==> src/rtl/quad_pkg.sv <==
// Shared encodings for the quadrature decoder: Gray states, direction polarity
// and the default glitch-filter length.
package quad_pkg;

   typedef enum logic [1:0] {
      S00 = 2'b00,
      S01 = 2'b01,
      S10 = 2'b10,
      S11 = 2'b11
   } gray_e;

   localparam logic DIR_UP = 1'b1;
   localparam logic DIR_DN = 1'b0;

   localparam int unsigned FILT_DEFAULT = 3;

   // Successor of a {A,B} state when channel A leads (forward rotation).
   function automatic gray_e gray_next_up(input gray_e s);
      gray_e n;
      case (s)
         S00:     n = S10;
         S10:     n = S11;
         S11:     n = S01;
         default: n = S00;
      endcase
      return n;
   endfunction

endpackage

==> src/rtl/quad_sync_filter.sv <==
// Two-flop synchroniser followed by a stable-count filter: a new level is
// accepted only after FILT consecutive synchronised samples disagree with it.
module quad_sync_filter
   import quad_pkg::*;
#(
   parameter int unsigned FILT = FILT_DEFAULT
) (
   input  logic clk,
   input  logic rst,
   input  logic din,
   output logic dout
);

   logic       s1_q, s2_q;
   logic       filt_q, filt_d;
   logic [3:0] cnt_q, cnt_d;

   // Accept on the FILT-th disagreeing sample, so the counter only needs FILT-1.
   always_comb begin
      filt_d = filt_q;
      cnt_d  = '0;
      if (s2_q != filt_q) begin
         if (cnt_q == 4'(FILT - 1)) begin
            filt_d = s2_q;
         end else begin
            cnt_d = cnt_q + 4'd1;
         end
      end
   end

   always_ff @(posedge clk) begin
      if (!rst) begin
         s1_q   <= 1'b0;
         s2_q   <= 1'b0;
         filt_q <= 1'b0;
         cnt_q  <= '0;
      end else begin
         s1_q   <= din;
         s2_q   <= s1_q;
         filt_q <= filt_d;
         cnt_q  <= cnt_d;
      end
   end

   assign dout = filt_q;

endmodule

==> src/rtl/quad_decoder.sv <==
// Quadrature encoder decoder: filtered A/B channels are decoded into a one-cycle
// step pulse with direction, a wrapping position count and a sticky error flag.
module quad_decoder
   import quad_pkg::*;
#(
   parameter int unsigned CNT_W = 16,
   parameter int unsigned FILT  = FILT_DEFAULT
) (
   input  logic             clk,
   input  logic             rst,
   input  logic             qa,
   input  logic             qb,
   input  logic             en,
   input  logic             clr,
   input  logic             err_clr,
   output logic             step,
   output logic             up_down,
   output logic [CNT_W-1:0] count,
   output logic             err
);

   logic             fa, fb;
   gray_e            cur_q, ref_q;
   logic             armed_q, armed_d;
   logic             step_q, step_d;
   logic             dir_q, dir_d;
   logic             err_q, err_d;
   logic [CNT_W-1:0] cnt_q, cnt_d;
   logic             chg, illegal, fwd;

   quad_sync_filter #(.FILT(FILT)) u_filt_a (.clk(clk), .rst(rst), .din(qa), .dout(fa));
   quad_sync_filter #(.FILT(FILT)) u_filt_b (.clk(clk), .rst(rst), .din(qb), .dout(fb));

   assign chg     = (cur_q != ref_q);
   assign illegal = ((cur_q ^ ref_q) == 2'b11);
   assign fwd     = (cur_q == gray_next_up(ref_q));

   // The first state change only arms; the reference still tracks so en=0 never queues a step.
   always_comb begin
      armed_d = armed_q;
      step_d  = 1'b0;
      dir_d   = dir_q;
      err_d   = err_q;
      cnt_d   = cnt_q;
      if (err_clr) begin
         err_d = 1'b0;
      end
      if (chg) begin
         if (!armed_q) begin
            armed_d = 1'b1;
         end else if (illegal) begin
            err_d = 1'b1;
         end else if (en) begin
            step_d = 1'b1;
            dir_d  = fwd ? DIR_UP : DIR_DN;
            cnt_d  = fwd ? cnt_q + CNT_W'(1) : cnt_q - CNT_W'(1);
         end
      end
      if (clr) begin
         cnt_d = '0;
      end
   end

   always_ff @(posedge clk) begin
      if (!rst) begin
         cur_q   <= S00;
         ref_q   <= S00;
         armed_q <= 1'b0;
         step_q  <= 1'b0;
         dir_q   <= DIR_UP;
         err_q   <= 1'b0;
         cnt_q   <= '0;
      end else begin
         cur_q   <= gray_e'({fa, fb});
         ref_q   <= cur_q;
         armed_q <= armed_d;
         step_q  <= step_d;
         dir_q   <= dir_d;
         err_q   <= err_d;
         cnt_q   <= cnt_d;
      end
   end

   assign step    = step_q;
   assign up_down = dir_q;
   assign count   = cnt_q;
   assign err     = err_q;

endmodule

==> config.mk <==
export PLATFORM = sky130hd
export DESIGN_NAME = quad_decoder
export DESIGN_NICKNAME = d
export VERILOG_FILES = /design/src/rtl/quad_pkg.sv /design/src/rtl/quad_sync_filter.sv /design/src/rtl/quad_decoder.sv
export SDC_FILE = /design/constraint.sdc
export NUM_CORES = 1
export LEC_CHECK = 0
export ABC_AREA = 0
export CAP_MARGIN = 20
export CORE_UTILIZATION = 40
export CTS_CLUSTER_DIAMETER = 80
export CTS_CLUSTER_SIZE = 24
export DETAILED_ROUTE_END_ITERATION = 16
export SYNTH_ARGS = -nofsm -noshare
export SYNTH_HDL_FRONTEND = slang
export SYNTH_SLANG_ARGS = --single-unit
==> constraint.sdc <==
create_clock -name clk -period 8.05 [get_ports clk]
set_clock_uncertainty 0.15 [all_clocks]
set_input_delay 1.2075 -clock clk [delete_from_list [all_inputs] [get_ports clk]]
set_output_delay 1.2075 -clock clk [all_outputs]
set_load 0.1 [all_outputs]
==> flow_metrics.tcl <==
set metrics [dict create \
    yosysTopAreaCellShare_pct 36.41 \
    combPwrFrac_pct 2.2 \
    ys.warnings.count 0 \
    drv_cap 0 \
    yosysTopAreaCell "dfxtp_1" \
    syn_to_final_growth_pct 20.42 \
    ys_types 44 \
    grtUsageTotal_pct 16.56 \
    hpwl_um 2889 \
    num_antenna_cells 0 \
    switching_share_pct 19.32 \
    setup_viol 0 \
    slew_headroom_pct 34.71 \
    worstPathRequired_ns 6.69 \
    cp-end-kind "output pin" \
    power.density_nw_per_um2 156.3 \
    period_needed_ns 3.276 \
    clock_latency_ns 0.29 \
    nFillCells 471 \
    placementRows 25 \
    drt_iter0_drc 101 \
    clkTransAtPathRegs_ns 0.08 \
    die_w_um 74.28 \
    layout.nets 290 \
    wire_per_inst_um 12.33 \
    htreeDepth 2 \
    final_hold_viol_count 0 \
    synth_area_leaders "dfxtp_1, ha_1, nand2_1" \
    min_path_cells 1 \
    cpMaxStageDelayCell "clkdlybuf4s50_1" \
    period_share_pct 40.70 \
    numCtsBuffers 5 \
    ant_nets 0 \
    num_vias 1697 \
    remaining_drc_errors 0 \
    grt_max_degree 22 \
    avgViaCountPerCell 5.127 \
    critPathMaxStageDelay_ns 1.18 \
    p_leak_nw 1.015 \
    gp_congestion 0.8145 \
    synth_nets 266 \
    crit_chain "clkdlybuf4s50_1" \
    grt_setup_unrepaired "false" \
    reg2regPathDepth 11 \
    dieHeight_um 74.28 \
    cp_max_fo 5 \
    setup_tns_ns 0 \
    grt_pass1_vias 1590 \
    async_flop_share_pct 0 \
    ys.flop_type "dfxtp_1" \
    post_cts_resized 0 \
    synthTopCellsByCount "dfxtp_1, nand2_1, a21oi_1, ha_1, nor2_1" \
    syn-cell-area_um2 2090 \
    hp-class "flop to flop" \
    initial_core_util_pct 42.82 \
    yosysMostFrequentCell "dfxtp_1" \
    intPower_w 0.0003173 \
    seqPwrFrac_pct 48.2 \
    worstMarginPinSlew_ns 0.9762 \
    cp_num_buf_inv 1 \
    ioPinCount 26 \
    ctsHoldBuffers 0 \
    dieArea_um2 5517 \
    ys_seq_area_share_pct 36.41 \
    critical_path_class "flop to output pin" \
    synth.ff_latch_count 38 \
    antenna_found_initial 0 \
    path_depth 1 \
    grt_pass1_wl_um 7031 \
    setup_slack_ns 4.774 \
    cts_setup_buffers 0 \
    overflow 0 \
    p_sw_w 0.00007598 \
    clock_power_share_pct 49.6 \
    syn_inst 239 \
    first_pass_iters 4 \
    cts_root_buf "clkbuf_8" \
    path_delay_family "buffers and inverters" \
    ctsLongestPathBuffers 2 \
    post-place-ws_ns 4.668 \
    synth_edf_count 0 \
    core-area_um2 4880 \
    dpl.cell_count 323 \
    peakVddDrop_mv 0.1283 \
    status "complete, no violations" \
    io_buffers 25 \
    startpoint_type "flop" \
    arrival_ns 1.92 \
    clock_sinks 38 \
    fin_cells 331 \
    place_area_um2 2379 \
    drive_gt1_share_pct 4.545 \
    stdcell_area_um2 2516 \
    tritoncts "done" \
    max_freq_mhz 305.2 \
    slew_viol_final 0 \
    wirelength_um 4082 \
    syn_avg_cell_area_um2 8.743 \
]
==> logic make-up (layout without fill, tap and decap cells) <==
kind of cell             count (synthesis)  after routing  share of synthesized area [%]
multiplexers                             1              1                         0.4791
XOR/XNOR                                21             21                          9.162
AO/OA/AOI/OAI                           53             53                          16.65
AND/OR/NAND/NOR                         91             91                          21.56
adder cells (fa/ha/maj)                 20             20                          12.34
flip-flops                              38             38                          36.41
buffers and inverters                   15             40                          3.413
==> power groups by stage <==
stage | Sequential, W | Clock, W | Combinational [W]
floorplan | 0.000194 | 0 | 0.00000434
global placement | 0.000194 | 0 | 0.00000858
detailed placement | 0.000194 | 0 | 0.00000868
CTS | 0.000190 | 0.000202 | 0.00000870
global route | 0.000190 | 0.000210 | 0.00000962
finish | 0.000190 | 0.000195 | 0.00000856
==> worst paths after layout <==
check / start / endpoint / slack (ns)
worst max register to register: cur_q[0] / count[15] / 4.80
worst max-delay path: count[0] / count[0] / 4.77
worst min register to register: u_filt_b.s1_q / u_filt_b.s2_q / 0.29
worst min-delay path: u_filt_b.s1_q / u_filt_b.s2_q / 0.29
==> sequential cells by signal (all words and copies together) (netlist names), 2 cells and up <==
| register | cells |
|---|---|
| count | 16 |
| u_filt_a.cnt_q | 4 |
| u_filt_b.cnt_q | 4 |
| cur_q | 2 |
| ref_q | 2 |
==> metal layers <==
metal  global-route usage [%]  up-vias  share of wire (%)  wire length (um)
li1                         -      890                  -                 -
met1                    20.76      782                 50              2060
met2                    28.08       21                 46              1883
met3                    4.065        4                2.5               102
met4                    5.031        0               0.88                36
met5                        0        -                  0                 0
==> cell usage in the layout, fill, tap and decap left out, types with 3 or more instances in the layout <==
master	count
nor3_1	3
a211oi_1	3
nor2_1	17
o21ai_0	6
nand3_1	15
a21boi_0	3
ha_1	19
clkbuf_8	5
clkdlybuf4s50_1	25
o211ai_1	3
xnor2_1	10
dfxtp_1	38
and2_1	10
inv_1	7
nand2_1	26
a21oi_1	19
a21o_1	3
o21a_1	3
xor2_1	10
nand4_1	4
nor2b_1	5
==> per-stage QoR <==
stage / util, % / total power (W) / hold slack (ns)
4_1_cts: 51.56 / 0.0004000 / 0.2979
6_report: 51.56 / 0.0003932 / 0.2937
3_3_place_gp: 48.74 / 0.0002027 / 0.2662
3_5_place_dp: 48.74 / 0.0002028 / 0.2780
2_1_floorplan: - / 0.0001983 / 0.2619
5_1_grt: 51.56 / 0.0004098 / 0.3130
==> cell type report <==
type,instances,area [um2],share of cell area [%]
multi-input combinational,186,1257,49.98
clock inverter,3,68.82,2.735
tap,67,83.83,3.332
sequential,38,760.7,30.23
timing repair buffer,25,250.2,9.945
clock buffer,5,68.82,2.735
inverter,7,26.28,1.044
Power figures use the tool's default switching activity.
